**src/rtl/modbus_tx_frame_builder_if.sv**
```systemverilog
// Byte-stream link from the frame builder to the UART TX stage.
// The builder drives data/valid and the consumer drives ready.
interface modbus_tx_frame_builder_if;
  logic [7:0] tx_data;
  logic       tx_valid;
  logic       tx_ready;

  modport master (output tx_data, output tx_valid, input tx_ready);
  modport slave  (input tx_data, input tx_valid, output tx_ready);
endinterface

```
**src/rtl/modbus_tx_frame_builder.sv**
```systemverilog
// Builds a Modbus RTU response frame (address, function, payload, CRC16)
// and streams it byte by byte over a valid/ready link.
module modbus_tx_frame_builder #(
  parameter int unsigned MAX_QTY = 125
) (
  input  logic                            clk,
  input  logic                            rst_n,
  input  logic [7:0]                      dev_addr,
  input  logic                            handler_done,
  input  logic [7:0]                      func_code,
  input  logic [15:0]                     addr,
  input  logic [15:0]                     data,
  input  logic [7:0]                      exception_code,
  input  logic [7:0]                      tx_quantity,
  output logic [7:0]                      dpram_raddr,
  input  logic [15:0]                     dpram_rdata,
  modbus_tx_frame_builder_if.master       tx,
  output logic                            tx_busy,
  output logic                            tx_done,
  output logic                            drop_err
);

  localparam logic [7:0] MAX_QTY_B = 8'(MAX_QTY);

  typedef enum logic [3:0] {
    IDLE, HDR0, HDR1, HDR2, RD_ADDR, RD_WAIT, D_HI, D_LO, E06, CRC_LO, CRC_HI, DONE
  } state_e;

  typedef enum logic [1:0] {K_EXC, K_READ, K_ECHO} kind_e;

  state_e      state_q, state_d;
  kind_e       kind_q, kind_d, kind_dec;
  logic [7:0]  dev_q, dev_d;
  logic [7:0]  b1_q, b1_d, b1_dec;
  logic [7:0]  b2_q, b2_d, b2_dec;
  logic [15:0] addr_q, addr_d, data_q, data_d;
  logic [7:0]  qty_q, qty_d;
  logic [7:0]  idx_q, idx_d;
  logic [1:0]  cnt_q, cnt_d;
  logic [15:0] word_q, word_d;
  logic [15:0] crc_q, crc_d;
  logic        drop_q, drop_d;
  logic        valid_c, accept;
  logic [7:0]  byte_c;

  function automatic logic [15:0] crc16_byte(input logic [15:0] c, input logic [7:0] b);
    logic [15:0] r;
    r = c ^ {8'h00, b};
    for (int i = 0; i < 8; i++) r = r[0] ? ((r >> 1) ^ 16'hA001) : (r >> 1);
    return r;
  endfunction

  // Frame type is decided once at latch time so the FSM only walks byte slots.
  always_comb begin
    kind_dec = K_EXC;
    b1_dec   = func_code | 8'h80;
    b2_dec   = 8'h01;
    if (exception_code != 8'h00) begin
      b2_dec = exception_code;
    end else if (func_code == 8'h03 || func_code == 8'h04) begin
      if (tx_quantity == 8'h00 || tx_quantity > MAX_QTY_B) begin
        b2_dec = 8'h03;
      end else begin
        kind_dec = K_READ;
        b1_dec   = func_code;
        b2_dec   = {tx_quantity[6:0], 1'b0};
      end
    end else if (func_code == 8'h06) begin
      kind_dec = K_ECHO;
      b1_dec   = func_code;
      b2_dec   = 8'h00;
    end
  end

  always_comb begin
    // NOTE: every variable gets a default before the case so no path infers a latch.
    state_d = state_q;
    kind_d  = kind_q;
    dev_d   = dev_q;
    b1_d    = b1_q;
    b2_d    = b2_q;
    addr_d  = addr_q;
    data_d  = data_q;
    qty_d   = qty_q;
    idx_d   = idx_q;
    cnt_d   = cnt_q;
    word_d  = word_q;
    crc_d   = crc_q;
    drop_d  = 1'b0;
    byte_c  = 8'h00;
    valid_c = state_q inside {HDR0, HDR1, HDR2, D_HI, D_LO, E06, CRC_LO, CRC_HI};

    unique case (state_q)
      HDR0:   byte_c = dev_q;
      HDR1:   byte_c = b1_q;
      HDR2:   byte_c = b2_q;
      D_HI:   byte_c = word_q[15:8];
      D_LO:   byte_c = word_q[7:0];
      E06: begin
        unique case (cnt_q)
          2'd0: byte_c = addr_q[15:8];
          2'd1: byte_c = addr_q[7:0];
          2'd2: byte_c = data_q[15:8];
          default: byte_c = data_q[7:0];
        endcase
      end
      CRC_LO: byte_c = crc_q[7:0];
      CRC_HI: byte_c = crc_q[15:8];
      default: byte_c = 8'h00;
    endcase

    accept = valid_c && tx.tx_ready;
    if (accept && state_q != CRC_LO && state_q != CRC_HI) crc_d = crc16_byte(crc_q, byte_c);

    unique case (state_q)
      HDR0:    if (accept) state_d = HDR1;
      HDR1:    if (accept) state_d = (kind_q == K_ECHO) ? E06 : HDR2;
      HDR2:    if (accept) state_d = (kind_q == K_READ) ? RD_ADDR : CRC_LO;
      RD_ADDR: state_d = RD_WAIT;
      RD_WAIT: begin
        word_d  = dpram_rdata;
        state_d = D_HI;
      end
      D_HI:    if (accept) state_d = D_LO;
      D_LO: begin
        if (accept) begin
          if (idx_q == qty_q - 8'd1) begin
            state_d = CRC_LO;
          end else begin
            idx_d   = idx_q + 8'd1;
            state_d = RD_ADDR;
          end
        end
      end
      E06: begin
        if (accept) begin
          cnt_d = cnt_q + 2'd1;
          if (cnt_q == 2'd3) state_d = CRC_LO;
        end
      end
      CRC_LO:  if (accept) state_d = CRC_HI;
      CRC_HI:  if (accept) state_d = DONE;
      DONE:    state_d = IDLE;
      default: state_d = IDLE;
    endcase

    if (handler_done) begin
      if (state_q == IDLE || state_q == DONE) begin
        kind_d  = kind_dec;
        dev_d   = dev_addr;
        b1_d    = b1_dec;
        b2_d    = b2_dec;
        addr_d  = addr;
        data_d  = data;
        qty_d   = tx_quantity;
        idx_d   = 8'd0;
        cnt_d   = 2'd0;
        crc_d   = 16'hFFFF;
        state_d = HDR0;
      end else begin
        drop_d = 1'b1;
      end
    end
  end

  always_ff @(posedge clk) begin
    // NOTE: reset is sampled on the clock edge; all state uses non-blocking assignments.
    if (!rst_n) begin
      state_q <= IDLE;
      kind_q  <= K_EXC;
      dev_q   <= 8'h00;
      b1_q    <= 8'h00;
      b2_q    <= 8'h00;
      addr_q  <= 16'h0000;
      data_q  <= 16'h0000;
      qty_q   <= 8'h00;
      idx_q   <= 8'h00;
      cnt_q   <= 2'd0;
      word_q  <= 16'h0000;
      crc_q   <= 16'hFFFF;
      drop_q  <= 1'b0;
    end else begin
      state_q <= state_d;
      kind_q  <= kind_d;
      dev_q   <= dev_d;
      b1_q    <= b1_d;
      b2_q    <= b2_d;
      addr_q  <= addr_d;
      data_q  <= data_d;
      qty_q   <= qty_d;
      idx_q   <= idx_d;
      cnt_q   <= cnt_d;
      word_q  <= word_d;
      crc_q   <= crc_d;
      drop_q  <= drop_d;
    end
  end

  assign tx.tx_data  = byte_c;
  assign tx.tx_valid = valid_c;
  assign tx_busy     = (state_q != IDLE) && (state_q != DONE);
  assign tx_done     = (state_q == DONE);
  assign drop_err    = drop_q;
  assign dpram_raddr = idx_q;

endmodule
```
**src/flat_wrapper.sv**
```systemverilog
// flat-port wrapper written by rule: the top's interface ports become plain ports
module modbus_tx_frame_builder_flat 
#(
  parameter int unsigned MAX_QTY = 125
)
  (clk, rst_n, dev_addr, handler_done, func_code, addr, data, exception_code, tx_quantity, dpram_raddr, dpram_rdata, tx_busy, tx_done, drop_err, tx_tx_data, tx_tx_valid, tx_tx_ready);
  modbus_tx_frame_builder_if tx_i ();
  input  logic clk;
  input  logic rst_n;
  input  logic [7:0] dev_addr;
  input  logic handler_done;
  input  logic [7:0] func_code;
  input  logic [15:0] addr;
  input  logic [15:0] data;
  input  logic [7:0] exception_code;
  input  logic [7:0] tx_quantity;
  output logic [7:0] dpram_raddr;
  input  logic [15:0] dpram_rdata;
  output logic tx_busy;
  output logic tx_done;
  output logic drop_err;
  output wire logic [$bits(tx_i.tx_data)-1:0] tx_tx_data;
  output wire logic [$bits(tx_i.tx_valid)-1:0] tx_tx_valid;
  input wire logic [$bits(tx_i.tx_ready)-1:0] tx_tx_ready;
  assign tx_tx_data = tx_i.tx_data;
  assign tx_tx_valid = tx_i.tx_valid;
  assign tx_i.tx_ready = tx_tx_ready;
  modbus_tx_frame_builder #(.MAX_QTY(MAX_QTY)) u_core (.clk(clk), .rst_n(rst_n), .dev_addr(dev_addr), .handler_done(handler_done), .func_code(func_code), .addr(addr), .data(data), .exception_code(exception_code), .tx_quantity(tx_quantity), .dpram_raddr(dpram_raddr), .dpram_rdata(dpram_rdata), .tx(tx_i), .tx_busy(tx_busy), .tx_done(tx_done), .drop_err(drop_err));
endmodule
```
**config.mk**
```make
export PLATFORM = sky130hd
export DESIGN_NAME = modbus_tx_frame_builder_flat
export DESIGN_NICKNAME = d
export VERILOG_FILES = /design/src/rtl/modbus_tx_frame_builder_if.sv /design/src/rtl/modbus_tx_frame_builder.sv /design/src/flat_wrapper.sv
export SDC_FILE = /design/constraint.sdc
export NUM_CORES = 1
export LEC_CHECK = 0
export ABC_CLOCK_PERIOD_IN_PS = 2700
export BUFFER_PORTS_ARGS = -buffer_cell sky130_fd_sc_hd__buf_4
export CORE_MARGIN = 10
export CORE_UTILIZATION = 51
export DETAILED_ROUTE_END_ITERATION = 7
export MAX_ROUTING_LAYER = met4
export PLACE_DENSITY = 0.77
export RECOVER_POWER = 100
export SYNTH_ARGS = -nofsm -noshare
export SYNTH_HDL_FRONTEND = slang
export SYNTH_SLANG_ARGS = --single-unit
```
**constraint.sdc**
```tcl
create_clock -name clk -period 2.7 [get_ports clk]
set_input_delay 0 -clock clk [delete_from_list [all_inputs] [get_ports clk]]
set_output_delay 0 -clock clk [all_outputs]
set_load 0.01 [all_outputs]
```
==> results.json, run 1 <==
{
  "status": "finished with violations",
  "violations": "setup timing",
  "rrSetupSlack_ns": -0.24,
  "final_max_slew_viol_count": 0,
  "worst_pin_slew_ns": 0.685,
  "dieArea_um2": 16600,
  "worst_path_max_delay_cell": "or4_4",
  "hp-start": "rst_n",
  "critPathRequiredTime_ns": 2.97,
  "dr_total_vias": 6727,
  "rr_endpoint": "u_core.crc_q[0]",
  "drive_gt1_share_pct": 23.0,
  "finClkSkew_ns": 0.0104,
  "cts-htree-levels": 4,
  "root_buffer": "clkbuf_16",
  "syn_to_final_growth_pct": 54.3,
  "synthTopCellsByArea": "dfxtp_1, nand2_1, a21boi_0",
  "fmax_mhz": 340,
  "seqPwrFrac_pct": 36.9,
  "r2r_start": "u_core.state_q[1]",
  "num_io_pins": 104,
  "cts_buffer_depth": 2,
  "synth_top_cell_area_share_pct": 37.3,
  "routed_via_density": 5.72,
  "fillCellCount": 705,
  "synth_cell_types": 67,
  "dr.first_iter.drc_count": 488,
  "rows": 39,
  "path_cells": "buf_4 > nor2b_1 > buf_4 > a32oi_2 > nor2_1 > or4_4 > xor2_2 > xnor3_2 > xnor3_1 > mux2i_1 > a31oi_1",
  "p_int_uw": 3720,
  "grt_pass1_vias": 6944,
  "post_drt_wl_per_cell_um": 19.2,
  "synth_edf_count": 0,
  "start_util_pct": 52.6,
  "drc": 0,
  "crit_path_end_kind": "flip-flop",
  "die_w_um": 129,
  "layout.nets": 1110,
  "power_leakage_uw": 0.00382,
  "rsz0062_at_grt": "true",
  "worst-r2r-cell-count": 11,
  "power_switching_uw": 1230,
  "ys_seq_area_share_pct": 37.3,
  "fin_crit_sh_pct": 109,
  "grt_pass1_wl_mm": 35.2,
  "cp-start-kind": "flip-flop",
  "critPathMaxStageDelay_ns": 0.50,
  "worst_slack_ns": -0.244,
  "synth_area_um2": 6060,
  "fin_cells": 1177,
  "syn_inst": 765,
  "maxCapViolCount": 0,
  "path_class": "reg -> reg",
  "clock_power_share_pct": 45.9,
  "seq_area_um2": 2280,
  "grt-ovfl-total": 0,
  "dp.cells": 1015,
  "grt_max_degree": 62,
  "min_to": "u_core.addr_q[10]",
  "cts_buffers": 17,
  "path_max_fanout": 11,
  "async_reset_ff_share_pct": 0,
  "cp_common_cell": "buf_4",
  "clock-sinks": 113,
  "layout_common_cells": "nand2_1, buf_4, dlygate4sd3_1",
  "dp_hpwl_mm": 14.0,
  "drtAntennaViolNets": 0,
  "layout_commonest_cell": "nand2_1",
  "relSlewSlack_pct": 53.8,
  "arrival_ns": 3.22,
  "holdPathStages": 2,
  "ys_warn_count": 0,
  "multi_input_area_um2": 3710,
  "ir_drop_mv": 0.410,
  "die_h_um": 129,
  "core_area_um2": 11500,
  "hold_viol": 0,
  "syn_avg_cell_area_um2": 7.92,
  "drt_pass1_iterations": 6,
  "grt_usage_pct": 27.5,
  "cts_tree": "yes",
  "port_buffers": 103,
  "gp_congestion": 0.917,
  "antenna_found_initial": 3,
  "clkTransAtPathRegs_ns": 0.06,
  "critPathTopFamily": "XOR/XNOR gates",
  "power_frac_comb_pct": 17.2,
  "setup_violations": 3,
  "wirelength_mm": 22.6,
  "hp-class": "in -> reg",
  "finalCriticalPeriod_ns": 2.94,
  "synth_flop_cell": "dfxtp_1",
  "crit_buf_inv": 2,
  "yosys_register_bits": 113,
  "dp_slack_ns": -0.395,
  "synth_nets": 855,
  "powerDensity_nw_per_um2": 529,
  "clock_latency_ns": 0.42,
  "synth_area_leader_cell": "dfxtp_1",
  "swShare_pct": 24.8,
  "whs_ns": 0.00143
}
[worst max path at each step]
stage | startpoint | endpoint | slack, ns | cells after the start
2_1_floorplan | u_core.cnt_q[1] | u_core.crc_q[0] | -0.12 | 11
3_3_place_gp | u_core.cnt_q[1] | u_core.crc_q[0] | -0.24 | 10
3_5_place_dp | u_core.cnt_q[1] | u_core.crc_q[0] | -0.39 | 10
4_1_cts | u_core.state_q[2] | u_core.crc_q[0] | -0.21 | 10
5_1_grt | u_core.state_q[2] | u_core.crc_q[0] | -0.37 | 10
6_report | u_core.state_q[1] | u_core.crc_q[0] | -0.24 | 11
[timing repair]
item                                   CTS  global route
gates resized for setup                 32            31
setup buffers                            7             9
setup endpoints to repair                4            37
gates cloned                             0             2
hold buffers                           112             0
endpoints found under the hold margin   81             0
pin swaps                                7            10
[metal layers]
metal / wire length, µm / global-route usage [%] / part of all wire [%] / vias up
met5: 0 / - / 0 / -
met4: 1030 / 13.6 / 4.5 / 0
met3: 1230 / 6.32 / 5.4 / 83
met2: 11600 / 48.4 / 51 / 291
met1: 8750 / 28.5 / 39 / 3183
li1: - / - / - / 3170
[sequential cells by signal, summed over array words and instances (netlist names)]
register / count
u_core.addr_q: 16
u_core.crc_q: 16
u_core.data_q: 16
u_core.word_q: 16
u_core.b1_q: 8
u_core.b2_q: 8
u_core.dev_q: 8
u_core.dpram_raddr: 8
u_core.qty_q: 8
u_core.state_q: 4
u_core.cnt_q: 2
u_core.kind_q: 2
u_core.drop_err: 1
[cell usage after synthesis, drive strengths merged (14+ instances only)]
master and instances:
inv 17, o21ai 25, clkbuf 39, dfxtp 113, mux2i 14, a21oi 40, nand2 200, buf 14
nor2 31, xnor2 19, a21boi 76
[stage by stage]
stage	TNS, ns	utilization [%]	area (µm²)	power (µW)
3_3_place_gp	-0.576	62.8	7230	2470
4_1_cts	-0.452	79.2	9110	4890
6_report	-0.596	81.2	9360	4950
3_5_place_dp	-1.12	62.8	7230	2500
2_1_floorplan	-0.206	-	6070	2220
5_1_grt	-1.13	81.2	9360	5120
[cell families (layout without fill, tap and decap cells)]
| logic type | count (synthesis) | in the layout | synth area share (%) |
|---|---|---|---|
| compound gates | 198 | 198 | 23.1 |
| xor+xnor | 34 | 34 | 5.96 |
| fa+ha+maj | 6 | 6 | 1.24 |
| buf+inv | 70 | 336 | 4.85 |
| flops | 113 | 113 | 37.3 |
| mux | 16 | 16 | 2.68 |
| other cells | 0 | 3 | 0 |
| simple gates | 328 | 328 | 24.8 |
[area by class of cell]
cell class                 instances  share of cell area [%]
sequential                       113                    24.4
timing repair buffer             289                    27.0
antenna                            3                  0.0802
clock inverter                     5                    1.10
tap                              143                    1.91
multi-input combinational        582                    39.6
inverter                          17                   0.736
clock buffer                      25                    5.19
[power by group through the flow]
stage | Combinational, µW | Clock (µW) | Sequential, µW
after CTS | 796 | 2270 | 1820
after floorplan | 395 | 0 | 1830
after global placement | 619 | 0 | 1850
after global routing | 926 | 2360 | 1830
final | 850 | 2270 | 1830
after detailed placement | 640 | 0 | 1860
Power figures use the tool's default switching activity.
==> inputs of run 2 (changes only) <==
==> constraint.sdc (replaced) <==
create_clock -name clk -period 2.7 [get_ports clk]
set_input_delay 0.675 -clock clk [delete_from_list [all_inputs] [get_ports clk]]
set_output_delay 0.675 -clock clk [all_outputs]
set_load 0.01 [all_outputs]
==> run 2 against run 1 <==
  * The flow still finishes with violations (setup timing)
  * Sequential power is essentially flat
  * Non-clock buffer count decreased by 117
  * First-iteration DRC count fell by 16%
  * Fmax down 0.20%
  * Global-route usage shrank 4.7 points
  * Clock power increased by 2%
  * Clock skew decreased by 0.0041 ns
  * Total power is 2.9% lower
  * Register-to-register slack about the same
  * Worst setup slack got worse by 0.0060 ns
  * Via count shrank 12%
  * Critical path type is now reg -> out
  * Largest power group unchanged
  * Highest routed layer unchanged
==> results.json, run 2 (synthesis gave the netlist of run 1 again) <==
{
  "stdcell_area_um2": 8300,
  "finalCriticalPeriod_ns": 2.95,
  "place_area_um2": 7180,
  "crit_buf_inv": 4,
  "layout_common_cells": "nand2_1, buf_4, dfxtp_1",
  "die_w_um": 129,
  "clock-sinks": 113,
  "status": "finished with violations",
  "cp-start-kind": "flip-flop",
  "whs_ns": 0.467,
  "worst-r2r-cell-count": 12,
  "rsz0062_at_grt": "true",
  "critPathRequiredTime_ns": 2.03,
  "start_util_pct": 52.6,
  "fin_util_pct": 72.1,
  "grtUsageMet3_pct": 5.30,
  "gp_congestion": 0.894,
  "cts_tree": "yes",
  "fmax_mhz": 339,
  "power_leakage_uw": 0.00328,
  "rrSetupSlack_ns": -0.25,
  "hp-class": "reg -> reg",
  "cts_buffers": 17,
  "path_class": "reg -> out",
  "path_cells": "or4b_4 > buf_4 > buf_6 > a221oi_4 > nor4_4 > buf_4 > nand2_2 > buf_6",
  "port_buffers": 103,
  "grt_max_degree": 62,
  "powerDensity_nw_per_um2": 579,
  "fin_crit_sh_pct": 109,
  "violations": "setup timing",
  "dp_hpwl_mm": 13.4,
  "drc": 0,
  "dr_total_vias": 5904,
  "dr.first_iter.drc_count": 410,
  "routed_via_density": 5.58,
  "finClkSkew_ns": 0.00631,
  "drive_gt1_share_pct": 27.2,
  "final_max_slew_viol_count": 0,
  "crit_path_end_kind": "primary output",
  "diodes": 0,
  "cp.depth": 8,
  "layout.nets": 993,
  "grt_pass1_wl_mm": 29.5,
  "grt-ovfl-total": 0,
  "path_max_fanout": 4,
  "ir_drop_mv": 0.440,
  "worst_pin_slew_ns": 0.829,
  "num_io_pins": 104,
  "worst_path_max_delay_cell": "or4b_4",
  "top_usage_layer": "met2",
  "drtAntennaViolNets": 0,
  "post_drt_wl_per_cell_um": 17.3,
  "fin_cells": 1059,
  "worst_slack_ns": -0.249,
  "rows": 39,
  "critPathMaxStageDelay_ns": 0.58,
  "holdPathStages": 2,
  "arrival_ns": 2.27,
  "cts-htree-levels": 4,
  "grt_usage_pct": 22.9,
  "met1_usage_pct": 25.7,
  "root_buffer": "clkbuf_16",
  "clkTransAtPathRegs_ns": 0.05,
  "dp_slack_ns": -0.393,
  "maxCapViolCount": 0,
  "layout_commonest_cell": "nand2_1",
  "antenna_found_initial": 0,
  "relSlewSlack_pct": 44.7,
  "syn_to_final_growth_pct": 36.9,
  "hold_viol": 0,
  "clock_latency_ns": 0.42,
  "drt_pass1_iterations": 5,
  "dieArea_um2": 16600,
  "dp.cells": 1010,
  "setup_violations": 12,
  "die_h_um": 129,
  "cts_hold_buf": 0,
  "met2_usage_pct": 38.8,
  "wirelength_mm": 18.3,
  "critPathTopFamily": "simple AND/OR/NAND/NOR gates",
  "grt_pass1_vias": 5985,
  "cts_buffer_depth": 2,
  "core_area_um2": 11500
}
run 2: final cells by class:
class | instances | area, µm²
Sequential cell | 113 | 2270
Clock inverter | 9 | 129
Fill cell | 881 | 3210
Inverter | 17 | 68.8
Tap cell | 143 | 179
Clock buffer | 23 | 488
Timing Repair Buffer | 172 | 1370
Multi-Input combinational cell | 582 | 3790
run 2: report_power, final:
| group | internal, µW | switching (µW) |
|---|---|---|
| Sequential | 1750 | 75.1 |
| Combinational | 340 | 331 |
| Clock | 1540 | 765 |
run 2: worst paths after layout:
kind                     start           endpoint
max          u_core.state_q[2]      tx_tx_data[1]
min          u_core.data_q[13]  u_core.data_q[13]
min reg2reg  u_core.data_q[13]  u_core.data_q[13]
max reg2reg    u_core.cnt_q[1]    u_core.crc_q[0]
run 2: worst reg2reg max path, stage by stage (launching register included):
cell and delay (ns):
dfxtp_4 0.37, buf_4 0.14, ha_4 0.19, a22oi_1 0.19
a221oi_2 0.10, buf_4 0.16, a211oi_4 0.19, mux2i_1 0.26
xnor3_1 0.26, xnor3_2 0.41, xnor3_1 0.25, mux2i_1 0.22
a31oi_1 0.07
run 2: through the flow:
stage          TNS, ns  total power [µW]
3_3_place_gp    -0.700              2460
3_5_place_dp     -1.23              2480
6_report         -1.78              4810
2_1_floorplan   -0.206              2220
4_1_cts          -1.52              4820
5_1_grt          -2.91              4990
run 2: what timing repair did:
action / in CTS / in global routing
buffers inserted: 12 / 5
resized for setup: 70 / 19
pin swaps: 11 / 5
endpoints found under the hold margin: 0 / 0
setup endpoints to repair: 13 / 11
gates cloned: 1 / 0
run 2: routing by layer:
layer | vias up | share of wire [%]
li1 | 2927 | -
met1 | 2787 | 42
met2 | 162 | 51
met3 | 28 | 4.7
met4 | 0 | 2.0
met5 | - | 0
==> inputs of run 3 (changes only) <==
Settings changed: ABC_AREA from default to 1, PLACE_DENSITY 0.77 to 0.78.
==> run 3 against run 2 <==
  * The flow now finishes without violations
  * Via count grew 4.1%
  * Clock skew about the same
  * Worst setup slack better by 0.34 ns
  * Critical path depth down 1
  * Final cell count up 6.9%
  * First-iteration DRC count is 19% higher
  * Critical path type unchanged
  * Highest routed layer unchanged
==> results.json, run 3 <==
{
  "gp_congestion": 0.947,
  "routed_via_density": 5.43,
  "hp-class": "in -> reg",
  "clock_latency_ns": 0.43,
  "path_max_fanout": 8,
  "synth_area_leader_cell": "dfxtp_1",
  "post_cts_buffers": 0,
  "critPathRequiredTime_ns": 2.03,
  "synth_area_um2": 5780,
  "synthTopCellsByArea": "dfxtp_1, nor2_1, nand2_1",
  "synth_nets": 969,
  "yosysMostFrequentCell": "nor2_1",
  "clock-sinks": 113,
  "power_leakage_uw": 0.00342,
  "die_h_um": 126,
  "powerDensity_nw_per_um2": 651,
  "synth.area.mux_share_pct": 0,
  "ys_seq_area_share_pct": 39.2,
  "cts_hold_buf": 0,
  "synth_flop_cell": "dfxtp_1",
  "root_buffer": "clkbuf_16",
  "rows": 38,
  "dieArea_um2": 16000,
  "yosys.area_share.simple_pct": 35.1,
  "cp-start-kind": "flip-flop",
  "fmax_mhz": 383,
  "start_util_pct": 52.6,
  "grt_pass1_vias": 5872,
  "async_reset_ff_share_pct": 0,
  "fillCellCount": 955,
  "diodes": 0,
  "layout.nets": 1069,
  "post_drt_wl_per_cell_um": 15.8,
  "cts-htree-levels": 4,
  "relSlewSlack_pct": 45.2,
  "cts_buffer_depth": 2,
  "fin_crit_sh_pct": 96.6,
  "drtAntennaViolNets": 0,
  "grt_usage_pct": 22.4,
  "arrival_ns": 1.93,
  "grt_pass1_wl_mm": 28.6,
  "synth_top_family_by_area": "simple AND/OR/NAND/NOR gates",
  "grt-ovfl-total": 0,
  "core_area_um2": 11000,
  "cts_buffers": 17,
  "antenna_found_initial": 0,
  "synth_edf_count": 0,
  "maxCapViolCount": 0,
  "ir_drop_mv": 0.547,
  "grt_max_degree": 77,
  "dr_total_vias": 6148,
  "crit_path_end_kind": "primary output",
  "whs_ns": 0.464,
  "ys_warn_count": 0,
  "yosys_register_bits": 113,
  "dp_hpwl_mm": 13.1,
  "syn_avg_cell_area_um2": 6.57,
  "synth_adder_area_share_pct": 1.30,
  "finalCriticalPeriod_ns": 2.61,
  "path_class": "reg -> out",
  "drt_pass1_iterations": 5,
  "drive_gt1_share_pct": 18.8,
  "syn_inst": 879,
  "dr.first_iter.drc_count": 487,
  "synth_xor_area_share_pct": 1.97,
  "p_total_uw": 4790,
  "finClkSkew_ns": 0.00602,
  "num_io_pins": 104,
  "cts_tree": "yes",
  "layout_commonest_cell": "nor2_1",
  "layout_common_cells": "nor2_1, nand2_1, dfxtp_1",
  "synth_cell_types": 36,
  "status": "finished, final reports clean",
  "clkTransAtPathRegs_ns": 0.06,
  "synth_top_cell_area_share_pct": 39.2,
  "wirelength_mm": 17.9,
  "die_w_um": 126,
  "drc": 0,
  "synth_compound_area_share_pct": 15.6,
  "setup_violations": 0,
  "worst_pin_slew_ns": 0.821,
  "syn_to_final_growth_pct": 27.2,
  "final_max_slew_viol_count": 0,
  "synthTopCellsByCount": "nor2_1, nand2_1, dfxtp_1",
  "port_buffers": 103,
  "hold_viol": 0
}
-- run 3: cell types whose count changed in the layout (fill, tap and decap cells not counted), sizes merged, moves of 11 or more --
cell	previous run	this run
buf	160	101
nand3b	13	0
inv	17	64
a21boi	76	1
xnor2	19	5
nor2	31	211
nand4	5	18
mux2i	14	0
nor2b	11	0
nand3	12	48
o21ai	25	97
-- run 3: worst paths after layout --
path | startpoint | to | slack [ns] | cells after the start
min reg2reg | u_core.b2_q[0] | u_core.b2_q[0] | 0.48 | 2
min | data[13] | u_core.data_q[13] | 0.46 | 3
max | u_core.cnt_q[0] | tx_tx_data[0] | 0.09 | 7
max reg2reg | u_core.state_q[2] | u_core.dev_q[6] | 0.25 | 9
-- run 3: worst max-delay path, stage by stage, from the launching register on --
cell and delay, ns:
dfxtp_2 0.37, inv_1 0.12, ha_2 0.27, a21oi_1 0.17, nand3_1 0.09, nand2_1 0.19
nand3_2 0.13, buf_4 0.16
-- run 3: routing by layer --
metal	up-vias	wire (µm)	GRT usage (%)
met2	254	8270	34.7
met3	43	1460	5.12
met5	-	0	-
met4	0	485	8.57
li1	3077	-	-
met1	2774	7700	27.9
-- run 3: cells by family after synthesis --
logic type	Yosys count
simple gates	482
compound gates	164
flops	113
buf+inv	101
xor+xnor	13
fa+ha+maj	6
-- run 3: area by class of cell --
cell class | count | area (µm²) | share of cell area, %
multi-input combinational | 665 | 3190 | 43.4
clock inverter | 13 | 185 | 2.52
tap | 140 | 175 | 2.38
sequential | 113 | 2270 | 30.9
clock buffer | 19 | 453 | 6.16
timing repair buffer | 116 | 830 | 11.3
inverter | 66 | 249 | 3.39
-- run 3: timing repair --
item | 4_1_cts | 5_1_grt
resized for setup | 4 | 22
endpoints found under the setup margin | 8 | 10
pin swaps | 0 | 3
-- run 3: through the flow --
stage	utilization (%)	instance area (µm²)	setup WS, ns	setup TNS [ns]	instances
after floorplan	-	5780	0.569	0	879
after global placement	60.9	6690	0.233	0	1100
after detailed placement	60.9	6690	0.140	0	1100
after CTS	66.8	7340	0.00164	0	1132
after global routing	66.9	7350	-0.0125	-0.0235	1132
final	66.9	7350	0.0924	0	1132
-- run 3: report_power, final --
part / internal, µW / switching [µW]
logic: 228 / 327
clock network: 1590 / 814
registers: 1770 / 61.7
